<file path="config.mk">
export PLATFORM = sky130hd
export DESIGN_NAME = rename_stage_flat
export DESIGN_NICKNAME = d
export VERILOG_FILES = /design/src/rtl/rename_stage_pkg.sv /design/src/rtl/rename_stage_if.sv /design/src/rtl/rename_free_list.sv /design/src/rtl/rename_free_list_chk.sv /design/src/rtl/rename_stage.sv /design/src/flat_wrapper.sv
export SDC_FILE = /design/constraint.sdc
export NUM_CORES = 2
export LEC_CHECK = 0
export BUFFER_PORTS_ARGS = -buffer_cell sky130_fd_sc_hd__clkbuf_2
export CORE_MARGIN = 8
export CORE_UTILIZATION = 30
export CTS_BUF_LIST = sky130_fd_sc_hd__clkbuf_8
export CTS_CLUSTER_SIZE = 16
export DETAILED_ROUTE_END_ITERATION = 6
export PLACE_DENSITY = 0.48
export SYNTH_ARGS = -nofsm -noshare
export SYNTH_HDL_FRONTEND = slang
export SYNTH_SLANG_ARGS = --single-unit
export TNS_END_PERCENT = 5
</file>
<file path="constraint.sdc">
create_clock -name clk -period 7.4 [get_ports clk]
set_clock_uncertainty 0.2 [all_clocks]
set_input_delay 1.11 -clock clk [delete_from_list [all_inputs] [get_ports clk]]
set_output_delay 1.11 -clock clk [all_outputs]
set_load 0.005 [all_outputs]
</file>
<file path="src/rtl/rename_stage_pkg.sv">
// Shared widths and uop types for the register-rename stage.
// Logical register fields travel in physical-width slots so one uop_t serves both sides.
package rename_stage_pkg;

    localparam int DEF_LOG_RF_DEPTH = 32;
    localparam int DEF_PHY_RF_DEPTH = 128;
    localparam int LREG_W           = $clog2(DEF_LOG_RF_DEPTH);
    localparam int PREG_W           = $clog2(DEF_PHY_RF_DEPTH);
    localparam int DEF_FL_DEPTH     = DEF_PHY_RF_DEPTH - DEF_LOG_RF_DEPTH;

    typedef logic [LREG_W-1:0] lreg_t;
    typedef logic [PREG_W-1:0] preg_t;
    typedef logic [PREG_W:0]   fcount_t;

    typedef struct packed {
        logic  rd_valid;
        logic  rs1_valid;
        logic  rs2_valid;
        preg_t rd;
        preg_t rs1;
        preg_t rs2;
    } uop_ic_t;

    typedef struct packed {
        logic [6:0]  opcode;
        logic [15:0] imm;
        uop_ic_t     uop_ic;
    } uop_t;

endpackage

</file>
<file path="src/rtl/rename_stage_if.sv">
// Decode/dispatch/commit bundle of the rename stage; the stage uses the slave view.
interface rename_stage_if;
    import rename_stage_pkg::*;

    logic    flush;
    logic    in_valid;
    logic    in_ready;
    uop_t    uop_in;
    logic    out_valid;
    logic    out_ready;
    uop_t    uop_out;
    preg_t   old_prd_out;
    logic    commit_valid;
    lreg_t   commit_rd;
    preg_t   commit_prd;
    preg_t   commit_old_prd;
    logic    busy_table_wr_en;
    preg_t   busy_table_wr_addr;
    logic    busy_table_data_out;
    fcount_t free_count;

    modport master (
        output flush, in_valid, uop_in, out_ready,
               commit_valid, commit_rd, commit_prd, commit_old_prd,
        input  in_ready, out_valid, uop_out, old_prd_out,
               busy_table_wr_en, busy_table_wr_addr, busy_table_data_out, free_count
    );

    modport slave (
        input  flush, in_valid, uop_in, out_ready,
               commit_valid, commit_rd, commit_prd, commit_old_prd,
        output in_ready, out_valid, uop_out, old_prd_out,
               busy_table_wr_en, busy_table_wr_addr, busy_table_data_out, free_count
    );

endinterface

</file>
<file path="src/rtl/rename_free_list.sv">
// Circular free list of physical registers with a speculative head and a committed head
// that flush restores to.
module rename_free_list
    import rename_stage_pkg::*;
#(
    parameter int LOG_RF_DEPTH = DEF_LOG_RF_DEPTH,
    parameter int PHY_RF_DEPTH = DEF_PHY_RF_DEPTH
) (
    input  logic                          clk,
    input  logic                          rst,
    input  logic                          pop,
    output preg_t                         pop_data,
    input  logic                          push,
    input  preg_t                         push_data,
    input  logic                          commit_adv,
    input  logic                          restore,
    output logic [$clog2(PHY_RF_DEPTH):0] count
);

    localparam int FL_DEPTH = PHY_RF_DEPTH - LOG_RF_DEPTH;
    localparam int PTR_W    = $clog2(FL_DEPTH) + 1;
    localparam int IDX_W    = PTR_W - 1;
    localparam int CNT_W    = $clog2(PHY_RF_DEPTH) + 1;

    typedef logic [PTR_W-1:0] ptr_t;

    // FL_DEPTH need not be a power of two, so wrap explicitly
    function automatic ptr_t ptr_inc(input ptr_t p);
        return (p == ptr_t'(FL_DEPTH - 1)) ? {PTR_W{1'b0}} : p + ptr_t'(1);
    endfunction

    preg_t            mem_q [FL_DEPTH];
    preg_t            mem_d [FL_DEPTH];
    ptr_t             head_q, head_d;
    ptr_t             tail_q, tail_d;
    ptr_t             chead_q, chead_d;
    logic [CNT_W-1:0] count_q, count_d;

    // next-state: push at tail, pop at head, restore rewinds head to the committed head
    always_comb begin
        for (int i = 0; i < FL_DEPTH; i++) begin
            mem_d[i] = (push && (tail_q == ptr_t'(i))) ? push_data : mem_q[i];
        end
        tail_d  = push ? ptr_inc(tail_q) : tail_q;
        chead_d = commit_adv ? ptr_inc(chead_q) : chead_q;
        head_d  = restore ? chead_d : (pop ? ptr_inc(head_q) : head_q);
        count_d = restore ? CNT_W'(FL_DEPTH)
                          : count_q + CNT_W'(push) - CNT_W'(pop);
    end

    // state registers; reset loads p[LOG_RF_DEPTH..PHY_RF_DEPTH-1] in order
    always_ff @(posedge clk) begin
        if (rst) begin
            for (int i = 0; i < FL_DEPTH; i++) begin
                mem_q[i] <= preg_t'(LOG_RF_DEPTH + i);
            end
            head_q  <= {PTR_W{1'b0}};
            tail_q  <= {PTR_W{1'b0}};
            chead_q <= {PTR_W{1'b0}};
            count_q <= CNT_W'(FL_DEPTH);
        end else begin
            mem_q   <= mem_d;
            head_q  <= head_d;
            tail_q  <= tail_d;
            chead_q <= chead_d;
            count_q <= count_d;
        end
    end

    assign pop_data = mem_q[head_q[IDX_W-1:0]];
    assign count    = count_q;

    rename_free_list_chk #(
        .FL_DEPTH (FL_DEPTH),
        .CNT_W    (CNT_W)
    ) u_chk (
        .clk   (clk),
        .rst   (rst),
        .push  (push),
        .count (count_q)
    );

endmodule

</file>
<file path="src/rtl/rename_free_list_chk.sv">
// Protocol checker for the free list: a push must never land on a full list.
module rename_free_list_chk #(
    parameter int FL_DEPTH = 96,
    parameter int CNT_W    = 8
) (
    input logic             clk,
    input logic             rst,
    input logic             push,
    input logic [CNT_W-1:0] count
);

    // a full list has no in-flight allocation that could legally be retired
    a_no_push_when_full: assert property (@(posedge clk) disable iff (rst)
        !(push && (count == CNT_W'(FL_DEPTH))));

endmodule

</file>
<file path="src/rtl/rename_stage.sv">
// Register-rename stage: speculative and committed map tables, free list, one-deep output register.
module rename_stage
    import rename_stage_pkg::*;
#(
    parameter int LOG_RF_DEPTH = DEF_LOG_RF_DEPTH,
    parameter int PHY_RF_DEPTH = DEF_PHY_RF_DEPTH
) (
    input logic           clk,
    input logic           rst,
    rename_stage_if.slave io
);

    localparam int LA = $clog2(LOG_RF_DEPTH);
    localparam int PA = $clog2(PHY_RF_DEPTH);

    lreg_t   rd_l_s, rs1_l_s, rs2_l_s;
    logic    needs_alloc_s, in_ready_s, accept_s, pop_s, commit_do_s;
    preg_t   new_prd_s;
    logic [PA:0] fl_count_s;
    uop_t    uop_mapped_s;
    preg_t   old_prd_mapped_s;

    preg_t   spec_map_q   [LOG_RF_DEPTH];
    preg_t   spec_map_d   [LOG_RF_DEPTH];
    preg_t   commit_map_q [LOG_RF_DEPTH];
    preg_t   commit_map_d [LOG_RF_DEPTH];
    logic    out_valid_q, out_valid_d;
    uop_t    uop_out_q, uop_out_d;
    preg_t   old_prd_q, old_prd_d;

    // handshake decode; in_ready uses the registered free count only
    always_comb begin
        rd_l_s        = io.uop_in.uop_ic.rd[LA-1:0];
        rs1_l_s       = io.uop_in.uop_ic.rs1[LA-1:0];
        rs2_l_s       = io.uop_in.uop_ic.rs2[LA-1:0];
        needs_alloc_s = io.uop_in.uop_ic.rd_valid && (rd_l_s != {LA{1'b0}});
        in_ready_s    = !io.flush && (!out_valid_q || io.out_ready) &&
                        ((fl_count_s != {(PA+1){1'b0}}) || !needs_alloc_s);
        accept_s      = io.in_valid && in_ready_s;
        pop_s         = accept_s && needs_alloc_s;
        commit_do_s   = io.commit_valid && (io.commit_rd != {LA{1'b0}});
    end

    // sources read the map before this uop's own rd update
    always_comb begin
        uop_mapped_s            = io.uop_in;
        uop_mapped_s.uop_ic.rs1 = io.uop_in.uop_ic.rs1_valid ? spec_map_q[rs1_l_s] : {PA{1'b0}};
        uop_mapped_s.uop_ic.rs2 = io.uop_in.uop_ic.rs2_valid ? spec_map_q[rs2_l_s] : {PA{1'b0}};
        uop_mapped_s.uop_ic.rd  = needs_alloc_s ? new_prd_s : {PA{1'b0}};
        old_prd_mapped_s        = needs_alloc_s ? spec_map_q[rd_l_s] : {PA{1'b0}};
    end

    // map tables; flush copies the committed map including this cycle's commit
    always_comb begin
        for (int i = 0; i < LOG_RF_DEPTH; i++) begin
            commit_map_d[i] = (commit_do_s && (io.commit_rd == lreg_t'(i))) ?
                              io.commit_prd : commit_map_q[i];
        end
        for (int i = 0; i < LOG_RF_DEPTH; i++) begin
            spec_map_d[i] = io.flush ? commit_map_d[i] :
                            ((pop_s && (rd_l_s == lreg_t'(i))) ? new_prd_s : spec_map_q[i]);
        end
    end

    // output register: load on accept, hold until dispatch takes it
    always_comb begin
        out_valid_d = io.flush ? 1'b0 :
                      (accept_s ? 1'b1 : (io.out_ready ? 1'b0 : out_valid_q));
        uop_out_d   = accept_s ? uop_mapped_s : uop_out_q;
        old_prd_d   = accept_s ? old_prd_mapped_s : old_prd_q;
    end

    // state registers; identity map on reset
    always_ff @(posedge clk) begin
        if (rst) begin
            for (int i = 0; i < LOG_RF_DEPTH; i++) begin
                spec_map_q[i]   <= preg_t'(i);
                commit_map_q[i] <= preg_t'(i);
            end
            out_valid_q <= 1'b0;
            uop_out_q   <= '0;
            old_prd_q   <= {PA{1'b0}};
        end else begin
            spec_map_q   <= spec_map_d;
            commit_map_q <= commit_map_d;
            out_valid_q  <= out_valid_d;
            uop_out_q    <= uop_out_d;
            old_prd_q    <= old_prd_d;
        end
    end

    rename_free_list #(
        .LOG_RF_DEPTH (LOG_RF_DEPTH),
        .PHY_RF_DEPTH (PHY_RF_DEPTH)
    ) u_free_list (
        .clk        (clk),
        .rst        (rst),
        .pop        (pop_s),
        .pop_data   (new_prd_s),
        .push       (commit_do_s),
        .push_data  (io.commit_old_prd),
        .commit_adv (commit_do_s),
        .restore    (io.flush),
        .count      (fl_count_s)
    );

    assign io.in_ready            = in_ready_s;
    assign io.out_valid           = out_valid_q;
    assign io.uop_out             = uop_out_q;
    assign io.old_prd_out         = old_prd_q;
    assign io.busy_table_wr_en    = pop_s;
    assign io.busy_table_wr_addr  = pop_s ? new_prd_s : {PA{1'b0}};
    assign io.busy_table_data_out = 1'b1;
    assign io.free_count          = fl_count_s;

endmodule

</file>
<file path="src/flat_wrapper.sv">
// flat-port wrapper written by rule: the top's interface ports become plain ports
module rename_stage_flat import rename_stage_pkg::*;
#(
    parameter int LOG_RF_DEPTH = DEF_LOG_RF_DEPTH,
    parameter int PHY_RF_DEPTH = DEF_PHY_RF_DEPTH
)
  (clk, rst, io_flush, io_in_valid, io_uop_in, io_out_ready, io_commit_valid, io_commit_rd, io_commit_prd, io_commit_old_prd, io_in_ready, io_out_valid, io_uop_out, io_old_prd_out, io_busy_table_wr_en, io_busy_table_wr_addr, io_busy_table_data_out, io_free_count);
  rename_stage_if io_i ();
  input logic clk;
  input logic rst;
  input wire logic [$bits(io_i.flush)-1:0] io_flush;
  input wire logic [$bits(io_i.in_valid)-1:0] io_in_valid;
  input wire logic [$bits(io_i.uop_in)-1:0] io_uop_in;
  input wire logic [$bits(io_i.out_ready)-1:0] io_out_ready;
  input wire logic [$bits(io_i.commit_valid)-1:0] io_commit_valid;
  input wire logic [$bits(io_i.commit_rd)-1:0] io_commit_rd;
  input wire logic [$bits(io_i.commit_prd)-1:0] io_commit_prd;
  input wire logic [$bits(io_i.commit_old_prd)-1:0] io_commit_old_prd;
  output wire logic [$bits(io_i.in_ready)-1:0] io_in_ready;
  output wire logic [$bits(io_i.out_valid)-1:0] io_out_valid;
  output wire logic [$bits(io_i.uop_out)-1:0] io_uop_out;
  output wire logic [$bits(io_i.old_prd_out)-1:0] io_old_prd_out;
  output wire logic [$bits(io_i.busy_table_wr_en)-1:0] io_busy_table_wr_en;
  output wire logic [$bits(io_i.busy_table_wr_addr)-1:0] io_busy_table_wr_addr;
  output wire logic [$bits(io_i.busy_table_data_out)-1:0] io_busy_table_data_out;
  output wire logic [$bits(io_i.free_count)-1:0] io_free_count;
  assign io_i.flush = io_flush;
  assign io_i.in_valid = io_in_valid;
  assign io_i.uop_in = io_uop_in;
  assign io_i.out_ready = io_out_ready;
  assign io_i.commit_valid = io_commit_valid;
  assign io_i.commit_rd = io_commit_rd;
  assign io_i.commit_prd = io_commit_prd;
  assign io_i.commit_old_prd = io_commit_old_prd;
  assign io_in_ready = io_i.in_ready;
  assign io_out_valid = io_i.out_valid;
  assign io_uop_out = io_i.uop_out;
  assign io_old_prd_out = io_i.old_prd_out;
  assign io_busy_table_wr_en = io_i.busy_table_wr_en;
  assign io_busy_table_wr_addr = io_i.busy_table_wr_addr;
  assign io_busy_table_data_out = io_i.busy_table_data_out;
  assign io_free_count = io_i.free_count;
  rename_stage #(.LOG_RF_DEPTH(LOG_RF_DEPTH), .PHY_RF_DEPTH(PHY_RF_DEPTH)) u_core (.clk(clk), .rst(rst), .io(io_i));
endmodule
</file>
* Word level (Yosys, flattened, before mapping)
Index checks and enable logic that the tools add are counted.
** Storage, ports and cells
- Output and inout bits :: 73
- Bits in registers :: 1207
- Logic and storage cells :: 679
** Cells by class
- Eq/ne operators :: 159
- Muxes and demuxes :: 121
- $lt $le $gt $ge :: 4
- Bitwise logic cells :: 4
- Reduce and logical (&&, ||, !) cells :: 212
- $add $sub $neg :: 5
** Operator list (count)
- $mux W7 :: 109
- $eq A8 B7 Y1 const B :: 34
- $eq A8 B6 Y1 const B :: 32
- $logic_and A1 B1 Y1 :: 166
- $eq A5 B5 Y1 const B :: 32
- $eq A8 B5 Y1 const B :: 16
- $bmux W7 S5 :: 3
- $eq A5 B4 Y1 const B :: 16
- $reduce_bool A2 Y1 :: 34
- $eq A8 B4 Y1 const B :: 8
- $bmux W7 S7 :: 1
- $mux W8 :: 6
- $eq A5 B3 Y1 const B :: 8
- $eq A8 B3 Y1 const B :: 4
- $add A8 B1 Y8 const B :: 3
- $eq A5 B2 Y1 const B :: 4
- $ge A6 B6 Y1 const B :: 3
- $not A5 Y6 :: 3
- $eq A8 B2 Y1 const B :: 2
- $eq A5 B1 Y1 const B :: 2
- $logic_not A5 Y1 :: 2
- $reduce_bool A5 Y1 :: 2
- $add A8 B1 Y8 :: 1
- $eq A8 B1 Y1 const B :: 1
- other kinds (9) :: 13

* Depth between registers and ports, before layout
- Word-level depth :: 10
- Mapped depth :: 17
- Gate-level depth less buffers :: 16

* Cells and area by module
A second synthesis with hierarchy kept.
** Second synthesis, totals
- Cells, all modules :: 5958
- Area, all modules :: 57843.0 um^2
** Modules (own cells, without submodules)
- rename_free_list :: times used 1, cells each 3477, seq. area each 14093.5 um^2, area each 31990.7 um^2
- rename_stage :: times used 1, cells each 2481, seq. area each 10069.7 um^2, area each 25852.3 um^2

* Least setup slack after synthesis
OpenSTA, ideal clock, no wires.
- Path kind :: in2reg
- From :: input io_uop_in[14]
- To :: register u_core.u_free_list.count_q[7], in the netlist u_core.u_free_list.count[7]
- Arrival :: 4226 ps
- Stages on the path :: 15
- Path buffers :: 2
- Setup slack :: 2903 ps
- Path through :: clkbuf_1 -> or3_1 -> o31ai_1 -> or3_1 -> clkbuf_1 -> inv_1 -> ha_1 -> inv_1 -> ha_1 -> a21o_1 -> a21oi_1 -> o21bai_1 -> a2111o_1 -> a21o_1 -> a21oi_1
** On the way
- Word-level cells in the longest chain between the ends :: 8
** RTL lines
- start, declared :: line flat_wrapper.sv:13 : input wire logic [$bits(io_i.uop_in)-1:0] io_uop_in;
- $reduce_bool A5 Y1 (*) :: line rename_stage.sv:36 : needs_alloc_s = io.uop_in.uop_ic.rd_valid && (rd_l_s != {LA{1'b0}});
- $logic_and A1 B1 Y1 (*) :: line rename_stage.sv:36
- $logic_not A1 Y1 :: line rename_stage.sv:38 : ((fl_count_s != {(PA+1){1'b0}}) || !needs_alloc_s);
- $logic_or A1 B1 Y1 :: line rename_stage.sv:38
- $logic_and A1 B1 Y1 :: line rename_stage.sv:37 : in_ready_s = !io.flush && (!out_valid_q || io.out_ready) &&
- $logic_and A1 B1 Y1 :: line rename_stage.sv:39 : accept_s = io.in_valid && in_ready_s;
- $logic_and A1 B1 Y1 (*) :: line rename_stage.sv:40 : pop_s = accept_s && needs_alloc_s;
- net io_busy_table_wr_en :: line flat_wrapper.sv:23 : output wire logic [$bits(io_i.busy_table_wr_en)-1:0] io_busy_table_wr_en;
- $sub A8 B1 Y8 (*) :: line rename_free_list.sv:48 : : count_q + CNT_W'(push) - CNT_W'(pop);
- end signal, assigned :: line rename_free_list.sv:60 : count_q <= CNT_W'(FL_DEPTH);
- end signal, assigned :: line rename_free_list.sv:66 : count_q <= count_d;
- end, declared :: line rename_free_list.sv:37 : logic [CNT_W-1:0] count_q, count_d;
Mark *: on every way through the listed nets, which the timed path passes. The rest lies on a longest branch.
A chain may end at the register's enable or synchronous reset.

* Worst setup path in the final report
- From :: register u_core.u_free_list.head_q[2]
- To :: output io_busy_table_wr_addr[2]
** On the way
- Word-level cells in the longest chain between the ends :: 5
** RTL lines
- start, declared :: line rename_free_list.sv:34 : ptr_t head_q, head_d;
- start signal, assigned :: line rename_free_list.sv:57 : head_q <= {PTR_W{1'b0}};
- $not A7 Y8 (not written as such) :: line rename_free_list.sv:70 : assign pop_data = mem_q[head_q[IDX_W-1:0]];
- $bmux W7 S7 :: line rename_free_list.sv:70
- $mux W7 (not written as such) (2 in a row) :: line rename_free_list.sv:70
- $mux W7 :: line rename_stage.sv:112 : assign io.busy_table_wr_addr = pop_s ? new_prd_s : {PA{1'b0}};
- end, declared :: line flat_wrapper.sv:24 : output wire logic [$bits(io_i.busy_table_wr_addr)-1:0] io_busy_table_wr_addr;
Every way passes these cells. The select of a mux whose other input is x is not followed.

==> run metrics <==
CTS clock-pin slew for the worst setup and hold paths 0.06 ns; critical path capture point type output pin; Int Power 10.44 mW; combinational cell fraction of total power 8.9%; DP Wirelength 134.8 mm; Starting Density 30.04%; Synth-to-Final Area Change 12.33%; Post-synth top flop dfxtp_1; GR Overflow Total 0; total of max-cap violations 0; Skew-Pair Late Insertion Delay 0.98 ns; Setup Fix Bufs, Post-CTS 0; initial antenna violation count 17; period utilisation layout 84.03%; Via density 5.572; final worst slack 1.181 ns; flops & latches, synth 1207; sw frac 27.46%; H-tree depth 4; clock power share 44.9%; ys async rst share 0%; Max VDD drop 0.0001397 V; Critical Path RT 6.09 ns; row count 159; Syn Std Cell Area 0.05618 mm²; first-pass GRT wire length 316.8 mm; Slew Viols, Final 0; register area share after synthesis 43.01%; Yosys top cell area share 43.01%; Num CTS Buffers 210; full die area 0.2014 mm²; Yosys Warn Count 0; Final GP Congestion 0.9427; post-CTS sizing 0; most area-hungry cell type in the Yosys netlist dfxtp_1; Synth area leaders dfxtp_1, mux4_2, nand2_1; Final Net Count 6078; Port Buffers 137; die height 448.8 µm; Arr. time, crit path 4.91 ns; DRT Pass-1 Iters 7; PD cells 228.0 mW/mm²; largest net degree at the start of global routing 177; vias in the first global route 45.88k; final WL 214.7 mm; P_leak 22.35 nW; clock tree buffer depth 3; placed insts 8271; fin crit period 6.219 ns; detailed-route DRC error count 1; via count 48.30k; Final setup viols 0; RSZ-0062 raised after global routing false; antenna viol nets, final 0; endpoints failing hold 0; total negative slack 0 ns; fillers 19.35k; Place WS 2.051 ns; P_sw 3.951 mW; hold buffer count at CTS 0; Routed WL per cell 24.77 µm; total track usage 20.30%; CP Launch Type register; worst-path maximum fanout 31; sequential power share 46.2%; number of enable flip-flop cells after synthesis 0; kind of critical path register to output pin; status complete, but fails checks; Max-slew headroom 22.13%; core region area 0.1870 mm²; maximum clock rate 160.8 MHz; Clock Sinks 1207; post-synth net total 6198; share of cells above drive strength 1 15.94%; synth cell count leaders dfxtp_1, nand2_1, o21ai_0; clock root buffer clkbuf_8; syn_area_per_cell 9.198 µm²; hold crit path type input port to register; drt initial violations 4990; post-synthesis cell type count 83; I/O pins 145; most common cell in the netlist dfxtp_1; Slew @ Worst Pin 1.168 ns; non-filler instance count after layout 8667; failing checks DRC; CTS tree built; Cells after Synth 6108; Chip Width 448.8 µm
## cell type report
class	instances	area [µm²]	area share (%)
multi-input cells	4298	29490	46.73
clock buffers	273	3757	5.954
flip-flops and latches	1207	24180	38.31
repair buffers	250	1709	2.708
clock inverters	111	726.9	1.152
diodes	12	30.03	0.04758
well taps	2495	3122	4.947
inverters	21	93.84	0.1487
## registers in the layout, summed over array words and instances (netlist names)
register and count:
u_core.u_free_list.mem_q 672, u_core.io.old_prd_out 7, u_core.io.uop_out 47, u_core.u_free_list.head_q 8, u_core.io.out_valid 1, u_core.u_free_list.count 8
u_core.commit_map_q 224, u_core.u_free_list.chead_q 8, u_core.spec_map_q 224, u_core.u_free_list.tail_q 8
## layer usage
| metal | vias up | global-route usage, % | part of all wire (%) |
|---|---|---|---|
| met1 | 23991 | 27.05 | 42 |
| met5 | - | 0 | 0.0061 |
| met4 | 2 | 8.677 | 4.4 |
| met2 | 2024 | 32.36 | 46 |
| met3 | 428 | 3.635 | 7.0 |
| li1 | 21851 | - | - |
## critical path, cell delays in order (launching register included)
cell       delay, ns
dfxtp_4         0.77
buf_4           0.47
mux4_2          0.43
mux4_2          0.52
o22ai_2         0.28
o2bb2ai_2       0.30
nor2_8          0.66
nor2_1          0.25
clkbuf_2        0.18
## metrics by stage
step	total power [mW]	util (%)	instance area, µm²	hold slack, ns
after floorplan	7.574	-	56180	0.2279
after global placement	8.052	31.33	58590	0.2404
after detailed placement	8.059	31.33	58590	0.2448
after CTS	14.55	33.73	63080	0.09308
after global routing	14.91	33.74	63090	0.1339
final	14.39	33.75	63110	0.2115
## layout by cell type, fill, tap and decap left out, types with 8 or more instances in the layout
cell type	instances
a31oi_1	105
mux4_2	340
mux4_1	37
ha_1	17
or3_1	8
buf_12	11
o22ai_2	27
a22oi_1	46
clkbuf_2	124
mux2i_1	292
inv_1	87
o21ai_0	652
o221ai_1	13
o311a_1	10
clkinv_2	20
a211oi_1	8
buf_4	113
nor4_1	13
xor2_1	11
o2bb2ai_1	16
o22ai_1	100
a32oi_1	8
nand4_1	12
diode_2	12
o31ai_1	27
nand2_1	1036
a21oi_1	366
nor2b_1	18
nand4b_1	8
o21ai_1	17
nor3_1	48
dfxtp_1	1203
xnor2_1	9
and2_1	12
clkbuf_8	273
nor2_1	476
nand3_1	447
## power groups by stage
stage | registers [mW] | logic, mW | clock network, mW
after detailed placement | 6.79 | 1.27 | 0
final | 6.65 | 1.28 | 6.46
after global routing | 6.65 | 1.34 | 6.92
after CTS | 6.64 | 1.28 | 6.62
after global placement | 6.78 | 1.27 | 0
after floorplan | 6.75 | 0.827 | 0
## final timing paths
kind | start | slack [ns] | cells past startpoint | endpoint
setup / recovery | u_core.u_free_list.head_q[2]$_SDFFE_PP0P_ | 1.18 | 8 | io_busy_table_wr_addr[2]
hold / removal | io_uop_in[34] | 0.21 | 3 | u_core.io.uop_out[34]$_SDFFE_PP0P_
setup reg to reg | u_core.u_free_list.head_q[2]$_SDFFE_PP0P_ | 2.57 | 8 | u_core.spec_map_q[64]$_SDFFE_PP1P_
hold reg to reg | u_core.io.uop_out[38]$_SDFFE_PP0P_ | 0.25 | 2 | u_core.io.uop_out[38]$_SDFFE_PP0P_
## cells by family (layout without fill, tap and decap cells)
| group | count (synthesis) | in the layout | share of synthesized area [%] |
|---|---|---|---|
| AOI/OAI and AO/OA | 1450 | 1450 | 14.85 |
| xor gates and xnor gates | 20 | 20 | 0.3118 |
| adders and majority gates | 18 | 18 | 0.4142 |
| buffers and inverters | 603 | 655 | 4.637 |
| DFF | 1207 | 1207 | 43.01 |
| muxes | 674 | 674 | 20.66 |
| other | 1 | 13 | 0.006675 |
| and+or+nand+nor | 2135 | 2135 | 16.11 |
No activity file was read; power rests on OpenSTA's default activity.
